--- config.mk ---
export PLATFORM = sky130hd
export DESIGN_NAME = qpsk_demodulator
export DESIGN_NICKNAME = d
export VERILOG_FILES = /design/src/rtl/sat_dsp_pkg.sv /design/src/rtl/qpsk_symbol_fifo.sv /design/src/rtl/qpsk_demodulator.sv
export SDC_FILE = /design/constraint.sdc
export NUM_CORES = 1
export LEC_CHECK = 0
export BUFFER_PORTS_ARGS = -buffer_cell sky130_fd_sc_hd__buf_2
export CORE_MARGIN = 5
export CORE_UTILIZATION = 55
export CTS_BUF_LIST = sky130_fd_sc_hd__clkbuf_16
export DETAILED_ROUTE_END_ITERATION = 6
export PLACE_DENSITY = 0.74
export SLEW_MARGIN = 20
export SYNTH_ARGS = -nofsm -noshare
export SYNTH_HDL_FRONTEND = slang
export SYNTH_HIERARCHICAL = 1
export SYNTH_SLANG_ARGS = --single-unit
--- constraint.sdc ---
create_clock -name clk -period 2.6 [get_ports clk]
set_input_delay 0.13 -clock clk [delete_from_list [all_inputs] [get_ports clk]]
set_output_delay 0.13 -clock clk [all_outputs]
set_load 0.005 [all_outputs]
--- src/rtl/sat_dsp_pkg.sv ---
// Shared types and constants for the satellite DSP receive chain.
// Holds the demodulator FSM states, QPSK bit mapping and accumulator sizing.
package sat_dsp_pkg;

  typedef enum logic {
    SEARCH  = 1'b0,
    PAYLOAD = 1'b1
  } demod_state_t;

  localparam logic QPSK_POS_BIT = 1'b0;
  localparam logic QPSK_NEG_BIT = 1'b1;
  localparam int   SAMPLE_W     = 16;

  // Integrating SPS samples grows the sum by clog2(SPS) bits; one more keeps the sign safe.
  function automatic int acc_width(input int sps);
    return SAMPLE_W + $clog2(sps) + 1;
  endfunction

endpackage

--- src/rtl/qpsk_symbol_fifo.sv ---
// Two-entry first-word-fall-through buffer for {dibit, last} output symbols.
// A push into a full buffer is ignored unless a pop frees a slot in the same cycle.
module qpsk_symbol_fifo
  import sat_dsp_pkg::*;
(
  input  logic       clk,
  input  logic       reset,
  input  logic       push_i,
  input  logic [2:0] push_data_i,
  input  logic       pop_i,
  output logic [2:0] pop_data_o,
  output logic       full_o,
  output logic       empty_o
);

  logic [2:0] mem_q [2];
  logic       wr_ptr_q;
  logic       rd_ptr_q;
  logic [1:0] count_q;
  logic       do_push;
  logic       do_pop;

  assign full_o     = (count_q == 2'd2);
  assign empty_o    = (count_q == 2'd0);
  assign do_pop     = pop_i && !empty_o;
  assign do_push    = push_i && (!full_o || do_pop);
  assign pop_data_o = mem_q[rd_ptr_q];

  always_ff @(posedge clk) begin
    if (!reset) begin
      mem_q[0] <= 3'd0;
      mem_q[1] <= 3'd0;
      wr_ptr_q <= 1'b0;
      rd_ptr_q <= 1'b0;
      count_q  <= 2'd0;
    end else begin
      if (do_push) begin
        mem_q[wr_ptr_q] <= push_data_i;
        wr_ptr_q        <= ~wr_ptr_q;
      end
      if (do_pop) begin
        rd_ptr_q <= ~rd_ptr_q;
      end
      case ({do_push, do_pop})
        2'b10:   count_q <= count_q + 2'd1;
        2'b01:   count_q <= count_q - 2'd1;
        default: count_q <= count_q;
      endcase
    end
  end

endmodule

--- src/rtl/qpsk_demodulator.sv ---
// QPSK receiver back end: integrate-and-dump per symbol, hard dibit decisions,
// preamble hunt with coarse timing slips, then a fixed-length payload stream out.
module qpsk_demodulator
  import sat_dsp_pkg::*;
#(
  parameter int                      SPS          = 4,
  parameter int                      PRE_SYMS     = 8,
  parameter logic [2*PRE_SYMS-1:0]   PREAMBLE     = 16'hE4E4,
  parameter int                      PAYLOAD_SYMS = 64,
  parameter int                      SEARCH_TO    = 32
) (
  input  logic               clk,
  input  logic               reset,
  input  logic               in_valid,
  input  logic signed [15:0] i_in,
  input  logic signed [15:0] q_in,
  output logic               sym_valid,
  input  logic               sym_ready,
  output logic [1:0]         sym_data,
  output logic               sym_last,
  output logic               locked,
  output logic               overflow
);

  localparam int ACC_W  = acc_width(SPS);
  localparam int PH_W   = $clog2(SPS);
  localparam int HIST_W = 2 * PRE_SYMS;
  localparam int SC_W   = $clog2(SEARCH_TO + 1);
  localparam int PC_W   = $clog2(PAYLOAD_SYMS + 1);

  logic signed [ACC_W-1:0] acc_i_q, acc_q_q;
  logic signed [ACC_W-1:0] sum_i_d, sum_q_d;
  logic [PH_W-1:0]         phase_q;
  logic                    slip_q;
  logic                    dec_v_q;
  logic [1:0]              dec_dibit_q;

  demod_state_t            state_q;
  logic [HIST_W-3:0]       hist_q;
  logic [HIST_W-1:0]       hist_d;
  logic [SC_W-1:0]         search_cnt_q;
  logic [PC_W-1:0]         pay_cnt_q;
  logic                    overflow_q;

  logic                    pay_last;
  logic                    slip_set;
  logic                    push;
  logic                    pop;
  logic                    fifo_full;
  logic                    fifo_empty;
  logic [2:0]              fifo_dout;

  assign sum_i_d = acc_i_q + $signed({{(ACC_W-16){i_in[15]}}, i_in});
  assign sum_q_d = acc_q_q + $signed({{(ACC_W-16){q_in[15]}}, q_in});

  // Only the newest HIST_W-2 bits need storing; the incoming dibit completes the window.
  assign hist_d   = {hist_q, dec_dibit_q};
  assign pay_last = (pay_cnt_q == PC_W'(PAYLOAD_SYMS - 1));
  assign slip_set = dec_v_q && (state_q == SEARCH) && (hist_d != PREAMBLE)
                    && (search_cnt_q == SC_W'(SEARCH_TO - 1));
  assign push     = dec_v_q && (state_q == PAYLOAD);
  assign pop      = sym_ready && !fifo_empty;

  always_ff @(posedge clk) begin
    if (!reset) begin
      acc_i_q     <= '0;
      acc_q_q     <= '0;
      phase_q     <= '0;
      slip_q      <= 1'b0;
      dec_v_q     <= 1'b0;
      dec_dibit_q <= 2'b00;
    end else begin
      dec_v_q <= 1'b0;
      if (in_valid) begin
        if (slip_q) begin
          slip_q <= 1'b0;
        end else if (phase_q == PH_W'(SPS - 1)) begin
          acc_i_q     <= '0;
          acc_q_q     <= '0;
          phase_q     <= '0;
          dec_v_q     <= 1'b1;
          dec_dibit_q <= {sum_i_d[ACC_W-1] ? QPSK_NEG_BIT : QPSK_POS_BIT,
                          sum_q_d[ACC_W-1] ? QPSK_NEG_BIT : QPSK_POS_BIT};
        end else begin
          acc_i_q <= sum_i_d;
          acc_q_q <= sum_q_d;
          phase_q <= phase_q + PH_W'(1);
        end
      end
      if (slip_set) begin
        slip_q <= 1'b1;
      end
    end
  end

  always_ff @(posedge clk) begin
    if (!reset) begin
      state_q      <= SEARCH;
      hist_q       <= '0;
      search_cnt_q <= '0;
      pay_cnt_q    <= '0;
      overflow_q   <= 1'b0;
    end else begin
      if (push && fifo_full && !pop) begin
        overflow_q <= 1'b1;
      end
      if (dec_v_q) begin
        case (state_q)
          SEARCH: begin
            hist_q <= hist_d[HIST_W-3:0];
            if (hist_d == PREAMBLE) begin
              state_q      <= PAYLOAD;
              pay_cnt_q    <= '0;
              search_cnt_q <= '0;
            end else if (search_cnt_q == SC_W'(SEARCH_TO - 1)) begin
              search_cnt_q <= '0;
            end else begin
              search_cnt_q <= search_cnt_q + SC_W'(1);
            end
          end
          PAYLOAD: begin
            if (pay_last) begin
              state_q <= SEARCH;
              hist_q  <= '0;
            end else begin
              pay_cnt_q <= pay_cnt_q + PC_W'(1);
            end
          end
        endcase
      end
    end
  end

  qpsk_symbol_fifo u_fifo (
    .clk         (clk),
    .reset       (reset),
    .push_i      (push),
    .push_data_i ({dec_dibit_q, pay_last}),
    .pop_i       (pop),
    .pop_data_o  (fifo_dout),
    .full_o      (fifo_full),
    .empty_o     (fifo_empty)
  );

  assign sym_valid = !fifo_empty;
  assign sym_data  = fifo_dout[2:1];
  assign sym_last  = fifo_dout[0];
  assign locked    = (state_q == PAYLOAD);
  assign overflow  = overflow_q;

endmodule

==> results of run 1 <==
==> final timing paths <==
| kind | end | slack [ns] |
|---|---|---|
| hold reg to reg | acc_q_q[14]$_SDFFE_PN0P_ | 0.46 |
| setup reg to reg | acc_q_q[16]$_SDFFE_PN0P_ | 0.27 |
| hold / removal | slip_q$_SDFFE_PN0P_ | 0.16 |
| setup / recovery | acc_q_q[16]$_SDFFE_PN0P_ | 0.27 |
==> per-stage QoR <==
| step | hold WS [ns] | instance area [um2] |
|---|---|---|
| 2_1_floorplan | 0.252 | 5080 |
| 6_report | 0.161 | 5710 |
| 4_1_cts | 0.150 | 5710 |
| 5_1_grt | 0.170 | 5710 |
| 3_3_place_gp | 0.437 | 5400 |
| 3_5_place_dp | 0.448 | 5400 |
==> cell usage in the layout (no fill, tap or decap), types with 9 or more instances in the layout <==
master / count
sky130_fd_sc_hd__xor2_1: 20
sky130_fd_sc_hd__clkbuf_16: 9
sky130_fd_sc_hd__a22oi_1: 20
sky130_fd_sc_hd__o21ai_1: 22
sky130_fd_sc_hd__inv_1: 16
sky130_fd_sc_hd__nand3_1: 11
sky130_fd_sc_hd__o21ai_0: 17
sky130_fd_sc_hd__a21o_1: 15
sky130_fd_sc_hd__a21oi_1: 44
sky130_fd_sc_hd__and2_1: 12
sky130_fd_sc_hd__ha_1: 40
sky130_fd_sc_hd__dfxtp_1: 78
sky130_fd_sc_hd__nor2_1: 58
sky130_fd_sc_hd__nor3_1: 9
sky130_fd_sc_hd__nand2_1: 67
sky130_fd_sc_hd__nand4_1: 13
sky130_fd_sc_hd__buf_2: 41
sky130_fd_sc_hd__xnor2_1: 16
==> power groups by stage <==
stage | Sequential (W) | Combinational (W) | Clock [W]
3_5_place_dp | 0.00149 | 0.00103 | 0
2_1_floorplan | 0.00147 | 0.000837 | 0
5_1_grt | 0.00147 | 0.00117 | 0.00141
6_report | 0.00146 | 0.00104 | 0.00132
4_1_cts | 0.00146 | 0.00104 | 0.00136
3_3_place_gp | 0.00148 | 0.00100 | 0
==> logic make-up (layout without fill, tap and decap cells) <==
| group | after synthesis | count (layout) | share of synthesized area [%] |
|---|---|---|---|
| AOI/OAI and AO/OA | 166 | 166 | 22.2 |
| xor gates and xnor gates | 36 | 36 | 6.20 |
| adders and majority gates | 42 | 42 | 10.6 |
| buffers and inverters | 38 | 82 | 2.95 |
| DFF | 84 | 84 | 34.3 |
| muxes | 10 | 10 | 2.04 |
| and+or+nand+nor | 218 | 218 | 21.7 |
==> per-layer routing <==
metal	part of all wire [%]	routed length, um
met3	2.7	295
met4	1.6	176
met1	46	4920
met5	0	0
met2	50	5380
==> final cells by class <==
cell class / instances / area (um2)
fillers: 825 / 3400
multi-input cells: 472 / 3190
flip-flops and latches: 84 / 1740
repair buffers: 49 / 265
clock buffers: 9 / 225
well taps: 111 / 139
clock inverters: 7 / 83.8
inverters: 17 / 63.8
==> state kept, by name, indices dropped and copies added (netlist names), 2 cells and up, named ones only <==
name,flops
dec_dibit_q,2
hist_q,14
u_fifo/count_q,2
pay_cnt_q,7
search_cnt_q,6
u_fifo/mem_q,6
acc_i_q,19
acc_q_q,19
phase_q,2
==> worst max-delay path: stages (launching register included) <==
cell	delay (ns)
sky130_fd_sc_hd__dfxtp_1	0.32
sky130_fd_sc_hd__ha_1	0.21
sky130_fd_sc_hd__fa_1	0.40
sky130_fd_sc_hd__a21oi_1	0.20
sky130_fd_sc_hd__nor3_1	0.10
sky130_fd_sc_hd__o41ai_1	0.37
sky130_fd_sc_hd__a21oi_1	0.13
sky130_fd_sc_hd__o21ai_1	0.16
sky130_fd_sc_hd__nand3_1	0.10
sky130_fd_sc_hd__a32o_1	0.24
==> impl_results.rst, run 1 <==
.. list-table::
   :header-rows: 1

   * - Metric
     - Value
   * - Status
     - completed
   * - Ys flop type
     - sky130_fd_sc_hd__dfxtp_1
   * - Post-synthesis cell type count
     - 74
   * - Leakage
     - 2.42 nW
   * - RePlAce Congestion
     - 0.872
   * - Proportion of synthesized flip-flops having asynchronous set or reset
     - 0%
   * - Number of antenna violations at the first check in global routing
     - 0
   * - Max Cap Violations
     - 0
   * - Mean post-synth cell area
     - 8.56 um2
   * - Die Y
     - 106 um
   * - Clock period minus final worst setup slack
     - 2.33 ns
   * - Boundary pin count
     - 42
   * - Setup fix buffers added after clock tree synthesis
     - 0
   * - Worst Setup SP
     - acc_q_q[0]$_SDFFE_PN0P_
   * - Power share of the clock group
     - 34.5%
   * - Hpwl dp
     - 7880 um
   * - R2R depth
     - 9
   * - Final worst setup slack
     - 0.274 ns
   * - Clk_lat worst skew
     - 0.34 ns
   * - Pre-antenna DRT Iters
     - 4
   * - Met3 usage
     - 3.34%
   * - Grt met1 use
     - 24.6%
   * - Number of nets still failing antenna checks after routing
     - 0
   * - Leading cell types by count after synthesis
     - sky130_fd_sc_hd__dfxtp_1, sky130_fd_sc_hd__nand2_1, sky130_fd_sc_hd__nor2_1, sky130_fd_sc_hd__a21oi_1, sky130_fd_sc_hd__ha_1
   * - Clock-pin slew reported for the worst setup and hold paths after clock tree synthesis
     - 0.07 ns
   * - Power per Cell Area
     - 669 nW/um2
   * - Critical path type
     - reg -> reg
   * - Detailed router's first-iteration violation count
     - 171
   * - Top-count cell post-synth
     - sky130_fd_sc_hd__dfxtp_1
   * - Antenna diode count
     - 0
   * - M2 GR Usage
     - 36.5%
   * - Type of the tightest min-delay check
     - in -> reg
   * - CTS tree
     - built
   * - Pre-CTS setup slack
     - 0.287 ns
   * - Top cells by area in the synthesized netlist
     - sky130_fd_sc_hd__dfxtp_1, sky130_fd_sc_hd__ha_1, sky130_fd_sc_hd__nand2_1
   * - Synthesis Warnings
     - 6
   * - Max-Slew Margin vs Limit
     - 51.8%
   * - Fraction of the cycle the final worst path needs
     - 89.5%
   * - Number of flops mapped to enable cells by yosys
     - 6
   * - CTS Root Cell
     - sky130_fd_sc_hd__clkbuf_16
   * - Sequential Power Share
     - 38.2%
   * - Std-Cell Core Area
     - 9110 um2
   * - Initial Util
     - 55.8%
   * - Wirelength per Cell
     - 14.4 um
   * - DRC
     - 0
   * - Number of cells on the worst hold path
     - 3
   * - Via count
     - 4334
   * - Total setup violations reported at the end of the flow
     - 0
   * - Proportion of total power due to net switching
     - 31.8%
   * - Number of instances in the synthesized netlist
     - 594
   * - Cell-internal power
     - 0.00260 W
   * - Cell row count
     - 35
   * - First-pass GRT wire length
     - 19200 um
   * - Unrepaired setup endpoints after global routing
     - false
   * - Drt total wl
     - 10800 um
   * - Critical path data arrival time
     - 2.55 ns
   * - Area growth from synthesis to final layout
     - 12.3%
   * - Layer with the highest usage after global routing
     - met2
   * - Final hold viol count
     - 0
   * - Count of state elements after synthesis
     - 84
   * - Launching point of the worst reg2reg path
     - acc_q_q[0]$_SDFFE_PN0P_
   * - Post-synthesis instance area
     - 5080 um2
   * - Maximum net fanout on the critical path
     - 2
   * - Clock sink count
     - 84
   * - Nature of the critical path endpoint
     - register
   * - Die width
     - 106 um
   * - Tightest Pin Transition
     - 0.719 ns
   * - Critical Path RT
     - 2.83 ns
   * - CTS hold repair buffers
     - 0
   * - Clock Skews
     - 0.0111 ns
   * - Register area share after synthesis
     - 34.3%
   * - Maximum number of pins on one net before global-route repair
     - 33
   * - Overall power
     - 0.00382 W
   * - Via count of the first global-routing pass
     - 4368
   * - Port bufs
     - 41
   * - Number of buffers added by the clock tree synthesis step
     - 9
   * - Share of layout cells above drive strength 1
     - 14.7%
   * - Peak supply drop
     - 0.329 mV
   * - Global-route congestion overflow total
     - 0
   * - Setup TNS after final layout
     - 0 ns
   * - H-tree levels
     - 3
   * - Worst setup SP type
     - register
   * - Maximum buffer depth of the clock tree
     - 2
   * - Maximum clock rate
     - 0.430 GHz
   * - Sw Pwr
     - 0.00122 W
   * - Area share of the leading cell type in the synthesized netlist
     - 30.7%
   * - Vias per cell
     - 5.79
   * - CTS resizes
     - 0
   * - Fin cells
     - 749
   * - Number of nets in the final layout
     - 711
   * - Hold Startpoint
     - in_valid
   * - Final core utilization
     - 62.7%
   * - Final Slew Violations
     - 0
   * - Share of power burned in combinational logic
     - 27.3%
   * - Cell count after placement
     - 733
   * - Largest area contributor in the netlist
     - sky130_fd_sc_hd__dfxtp_1
   * - All-Layer GR Usage
     - 20.3%
   * - Syn Nets
     - 672
   * - Die ar.
     - 11300 um2
(Power assumes the default switching activity.)
==> run 2: changes to the inputs <==
--- a/config.mk
+++ b/config.mk
@@ -5,12 +5,15 @@
 export SDC_FILE = /design/constraint.sdc
 export NUM_CORES = 1
 export LEC_CHECK = 0
+export ABC_AREA = 1
 export BUFFER_PORTS_ARGS = -buffer_cell sky130_fd_sc_hd__buf_2
+export CELL_PAD_IN_SITES_DETAIL_PLACEMENT = 0
+export CELL_PAD_IN_SITES_GLOBAL_PLACEMENT = 1
 export CORE_MARGIN = 5
-export CORE_UTILIZATION = 55
+export CORE_UTILIZATION = 44
 export CTS_BUF_LIST = sky130_fd_sc_hd__clkbuf_16
 export DETAILED_ROUTE_END_ITERATION = 6
-export PLACE_DENSITY = 0.74
+export PLACE_DENSITY_LB_ADDON = 0.1
 export SLEW_MARGIN = 20
 export SYNTH_ARGS = -nofsm -noshare
 export SYNTH_HDL_FRONTEND = slang
==> run 2 against run 1 <==
Net effect: power decreased by 4.6%; global-route usage fell by 1.7 points; synthesized cell count rose by 43%; first-iteration DRC count is 18% higher; hold slack got worse by 0.10 ns; critical path depth increased by 4; worst setup slack better by 0.41 ns; critical endpoint is now acc_q_q[12]$_SDFFE_PN0P_; largest cell class unchanged; highest routed layer unchanged.
==> impl_results.rst, run 2 <==
.. list-table::
   :header-rows: 1

   * - Metric
     - Value
   * - Total setup violations reported at the end of the flow
     - 0 (unchanged)
   * - Family with the most delay on the worst path
     - simple AND/OR/NAND/NOR gates (was compound AO/OA/AOI/OAI gates)
   * - Count of state elements after synthesis
     - 84 (unchanged)
   * - Number of buffers added by the clock tree synthesis step
     - 9 (unchanged)
   * - Number of filler instances in the final layout
     - 1350 (was 825)
   * - Clock-pin slew reported for the worst setup and hold paths after clock tree synthesis
     - 0.06 ns (was 0.07 ns)
   * - Worst Hold Endpoint
     - slip_q$_SDFFE_PN0P_ (unchanged)
   * - Global-route congestion overflow total
     - 0 (unchanged)
   * - Unrepaired setup endpoints after global routing
     - false (unchanged)
   * - Ys flop type
     - sky130_fd_sc_hd__dfxtp_1 (unchanged)
   * - Area growth from synthesis to final layout
     - 12.4% (was 12.3%)
   * - Register area share after synthesis
     - 31.2% (was 34.3%)
   * - R2R depth
     - 13 (was 9)
   * - Crit path largest cell delay
     - 0.42 ns (was 0.40 ns)
   * - Port bufs
     - 41 (unchanged)
   * - Die Y
     - 123 um (was 106 um)
   * - Multi-input logic area
     - 3330 um2 (was 3190 um2)
   * - CTS hold repair buffers
     - 0 (unchanged)
   * - Post-synthesis instance area
     - 5590 um2 (was 5080 um2)
   * - Top cells by area in the synthesized netlist
     - sky130_fd_sc_hd__dfxtp_1, sky130_fd_sc_hd__nand2_1, sky130_fd_sc_hd__ha_1 (was sky130_fd_sc_hd__dfxtp_1, sky130_fd_sc_hd__ha_1, sky130_fd_sc_hd__nand2_1)
   * - Maximum clock rate
     - 0.521 GHz (was 0.430 GHz)
   * - Std-Cell Core Area
     - 12500 um2 (was 9110 um2)
   * - Max-Slew Margin vs Limit
     - 49.9% (was 51.8%)
   * - Max Cap Violations
     - 0 (unchanged)
   * - Boundary pin count
     - 42 (unchanged)
   * - Leading cell types by count after synthesis
     - sky130_fd_sc_hd__nand2_1, sky130_fd_sc_hd__inv_1, sky130_fd_sc_hd__nor2_1, sky130_fd_sc_hd__dfxtp_1, sky130_fd_sc_hd__a21oi_1 (was sky130_fd_sc_hd__dfxtp_1, sky130_fd_sc_hd__nand2_1, sky130_fd_sc_hd__nor2_1, sky130_fd_sc_hd__a21oi_1, sky130_fd_sc_hd__ha_1)
   * - Cell with the biggest individual delay on the critical path
     - sky130_fd_sc_hd__fa_1 (unchanged)
   * - Peak supply drop
     - 0.259 mV (was 0.329 mV)
   * - Power per Cell Area
     - 580 nW/um2 (was 669 nW/um2)
   * - RePlAce Congestion
     - 0.858 (was 0.872)
   * - Synthesis Warnings
     - 6 (unchanged)
   * - Top-count cell post-synth
     - sky130_fd_sc_hd__nand2_1 (was sky130_fd_sc_hd__dfxtp_1)
   * - Launching point of the worst reg2reg path
     - acc_q_q[0]$_SDFFE_PN0P_ (unchanged)
   * - Initial Util
     - 44.6% (was 55.8%)
   * - Mean post-synth cell area
     - 6.58 um2 (was 8.56 um2)
   * - Detailed router's first-iteration violation count
     - 202 (was 171)
   * - Critical Path RT
     - 2.88 ns (was 2.83 ns)
   * - Pre-antenna DRT Iters
     - 4 (unchanged)
   * - Final Slew Violations
     - 0 (unchanged)
   * - Buf/Inv on CP
     - 1 (was 0)
   * - H-tree levels
     - 3 (unchanged)
   * - Commonest non-fill, non-tap cell in the layout
     - sky130_fd_sc_hd__nand2_1 (was sky130_fd_sc_hd__dfxtp_1)
   * - Overall power
     - 0.00365 W (was 0.00382 W)
   * - Registers with the highest flip-flop counts
     - acc_i_q (19), acc_q_q (19), hist_q (14) (unchanged)
   * - Cell row count
     - 41 (was 35)
   * - Largest area contributor in the netlist
     - sky130_fd_sc_hd__dfxtp_1 (unchanged)
   * - CTS Root Cell
     - sky130_fd_sc_hd__clkbuf_16 (unchanged)
   * - Share of layout cells above drive strength 1
     - 10.9% (was 14.7%)
   * - Clock sink count
     - 84 (unchanged)
   * - Critical path type
     - reg -> reg (unchanged)
   * - Via count of the first global-routing pass
     - 4894 (was 4368)
   * - Critical path cell sequence
     - ha_1 > fa_1 > nand2_1 > inv_1 > nand2_1 > nand3_1 > nand2_1 > nand2_1 > nand2_1 > nand2_1 > nand2_1 > nand3_1 > a21oi_1 (was ha_1 > fa_1 > a21oi_1 > nor3_1 > o41ai_1 > a21oi_1 > o21ai_1 > nand3_1 > a32o_1)
   * - Status
     - completed (unchanged)
   * - Hold Startpoint
     - in_valid (unchanged)
   * - DRC
     - 0 (unchanged)
   * - Fraction of the cycle the final worst path needs
     - 73.8% (was 89.5%)
   * - Drt total wl
     - 13300 um (was 10800 um)
   * - Internal reg-to-reg setup slack
     - 0.68 ns (was 0.27 ns)
   * - Critical path data arrival time
     - 2.20 ns (was 2.55 ns)
   * - Most common cell on crit path
     - sky130_fd_sc_hd__nand2_1 (was sky130_fd_sc_hd__a21oi_1)
   * - Worst setup SP type
     - register (unchanged)
   * - Setup fix buffers added after clock tree synthesis
     - 0 (unchanged)
   * - All-Layer GR Usage
     - 18.6% (was 20.3%)
   * - CTS resizes
     - 0 (unchanged)
   * - Maximum buffer depth of the clock tree
     - 2 (unchanged)
   * - Number of nets in the final layout
     - 966 (was 711)
   * - Setup TNS after final layout
     - 0 ns (unchanged)
   * - Number of instances in the synthesized netlist
     - 849 (was 594)
   * - Clock Skews
     - 0.00977 ns (was 0.0111 ns)
   * - Commonest cells after routing, fill and taps aside
     - sky130_fd_sc_hd__nand2_1, sky130_fd_sc_hd__inv_1, sky130_fd_sc_hd__nor2_1 (was sky130_fd_sc_hd__dfxtp_1, sky130_fd_sc_hd__nand2_1, sky130_fd_sc_hd__nor2_1)
   * - Die ar.
     - 15100 um2 (was 11300 um2)
   * - Leakage
     - 2.95 nW (was 2.42 nW)
   * - Proportion of synthesized flip-flops having asynchronous set or reset
     - 0% (unchanged)
   * - Type of the tightest min-delay check
     - in -> reg (unchanged)
   * - Maximum number of pins on one net before global-route repair
     - 41 (was 33)
   * - Final hold viol count
     - 0 (unchanged)
   * - Reg-to-reg endpoint
     - acc_q_q[12]$_SDFFE_PN0P_ (was acc_q_q[16]$_SDFFE_PN0P_)
   * - Logic depth of the worst setup path including buffers
     - 13 (was 9)
   * - Clock period minus final worst setup slack
     - 1.92 ns (was 2.33 ns)
   * - Nature of the critical path endpoint
     - register (unchanged)
   * - Die width
     - 123 um (was 106 um)
   * - Number of flops mapped to enable cells by yosys
     - 6 (unchanged)
   * - Wirelength per Cell
     - 12.5 um (was 14.4 um)
   * - Tightest Pin Transition
     - 0.750 ns (was 0.719 ns)
   * - Post-synthesis cell type count
     - 39 (was 74)
   * - Storage cell area
     - 1740 um2 (unchanged)
   * - Area share of the leading cell type in the synthesized netlist
     - 27.9% (was 30.7%)
   * - Clk_lat worst skew
     - 0.35 ns (was 0.34 ns)
   * - Syn Nets
     - 927 (was 672)
   * - Maximum net fanout on the critical path
     - 4 (was 2)
   * - Number of antenna violations at the first check in global routing
     - 0 (unchanged)
   * - Vias per cell
     - 4.94 (was 5.79)
   * - CTS tree
     - built (unchanged)
   * - Antenna diode count
     - 0 (unchanged)
   * - Via count
     - 5257 (was 4334)
   * - Number of nets still failing antenna checks after routing
     - 0 (unchanged)
   * - Number of cells on the worst hold path
     - 4 (was 3)
   * - Hpwl dp
     - 9910 um (was 7880 um)
   * - First-pass GRT wire length
     - 22500 um (was 19200 um)
==> run 2: worst max path at each step <==
stage / startpoint / endpoint / slack, ns
3_3_place_gp: acc_q_q[0]$_SDFFE_PN0P_ / acc_q_q[6]$_SDFFE_PN0P_ / 0.74
2_1_floorplan: acc_q_q[0]$_SDFFE_PN0P_ / acc_q_q[6]$_SDFFE_PN0P_ / 0.81
3_5_place_dp: acc_q_q[0]$_SDFFE_PN0P_ / acc_q_q[6]$_SDFFE_PN0P_ / 0.69
6_report: acc_q_q[0]$_SDFFE_PN0P_ / acc_q_q[12]$_SDFFE_PN0P_ / 0.68
4_1_cts: acc_q_q[0]$_SDFFE_PN0P_ / acc_q_q[12]$_SDFFE_PN0P_ / 0.67
5_1_grt: acc_q_q[0]$_SDFFE_PN0P_ / acc_q_q[12]$_SDFFE_PN0P_ / 0.52
==> run 2: power by group <==
group	switching (W)	internal (W)
clock network	0.000556	0.000840
registers	0.0000416	0.00138
logic	0.000519	0.000314
total	0.00112	0.00253
==> run 2: cells by family (layout without fill, tap and decap cells) <==
group | Yosys count | in the layout | synth area share, %
xor gates and xnor gates | 9 | 9 | 1.41
and+or+nand+nor | 452 | 452 | 35.1
muxes | 3 | 3 | 0.605
AOI/OAI and AO/OA | 127 | 127 | 12.7
DFF | 84 | 84 | 31.2
buffers and inverters | 132 | 176 | 9.31
adders and majority gates | 42 | 42 | 9.67
==> run 2: layout make-up <==
type,count,share of cell area (%)
inverter,114,6.83
sequential,84,27.7
clock buffer,9,3.58
multi-input combinational,633,52.9
clock inverter,7,1.43
tap,172,3.43
timing repair buffer,46,4.06
==> run 2: metal layers <==
layer | vias to the layer above | track usage, % | part of all wire, %
met2 | 80 | 29.3 | 43
li1 | 2817 | - | -
met4 | 0 | 7.56 | 1.7
met1 | 2342 | 25.0 | 51
met5 | - | 0 | 0
met3 | 18 | 3.41 | 3.9
==> run 2: stage by stage <==
| stage | worst slack, ns | utilization (%) | cells | area, um2 | hold slack (ns) |
|---|---|---|---|---|---|
| after floorplan | 0.810 | - | 849 | 5590 | 0.295 |
| after global placement | 0.736 | 47.7 | 1049 | 5970 | 0.418 |
| after detailed placement | 0.692 | 47.7 | 1049 | 5970 | 0.423 |
| after CTS | 0.669 | 50.2 | 1065 | 6280 | 0.0515 |
| after global routing | 0.515 | 50.2 | 1065 | 6280 | 0.0658 |
| final | 0.680 | 50.2 | 1065 | 6280 | 0.0586 |
==> run 2: tightest hold or removal path, delay by kind of cell <==
kind            cells  cell delay, ns
compound gates      1            0.06
buf+inv             2            0.13
simple gates        1            0.04
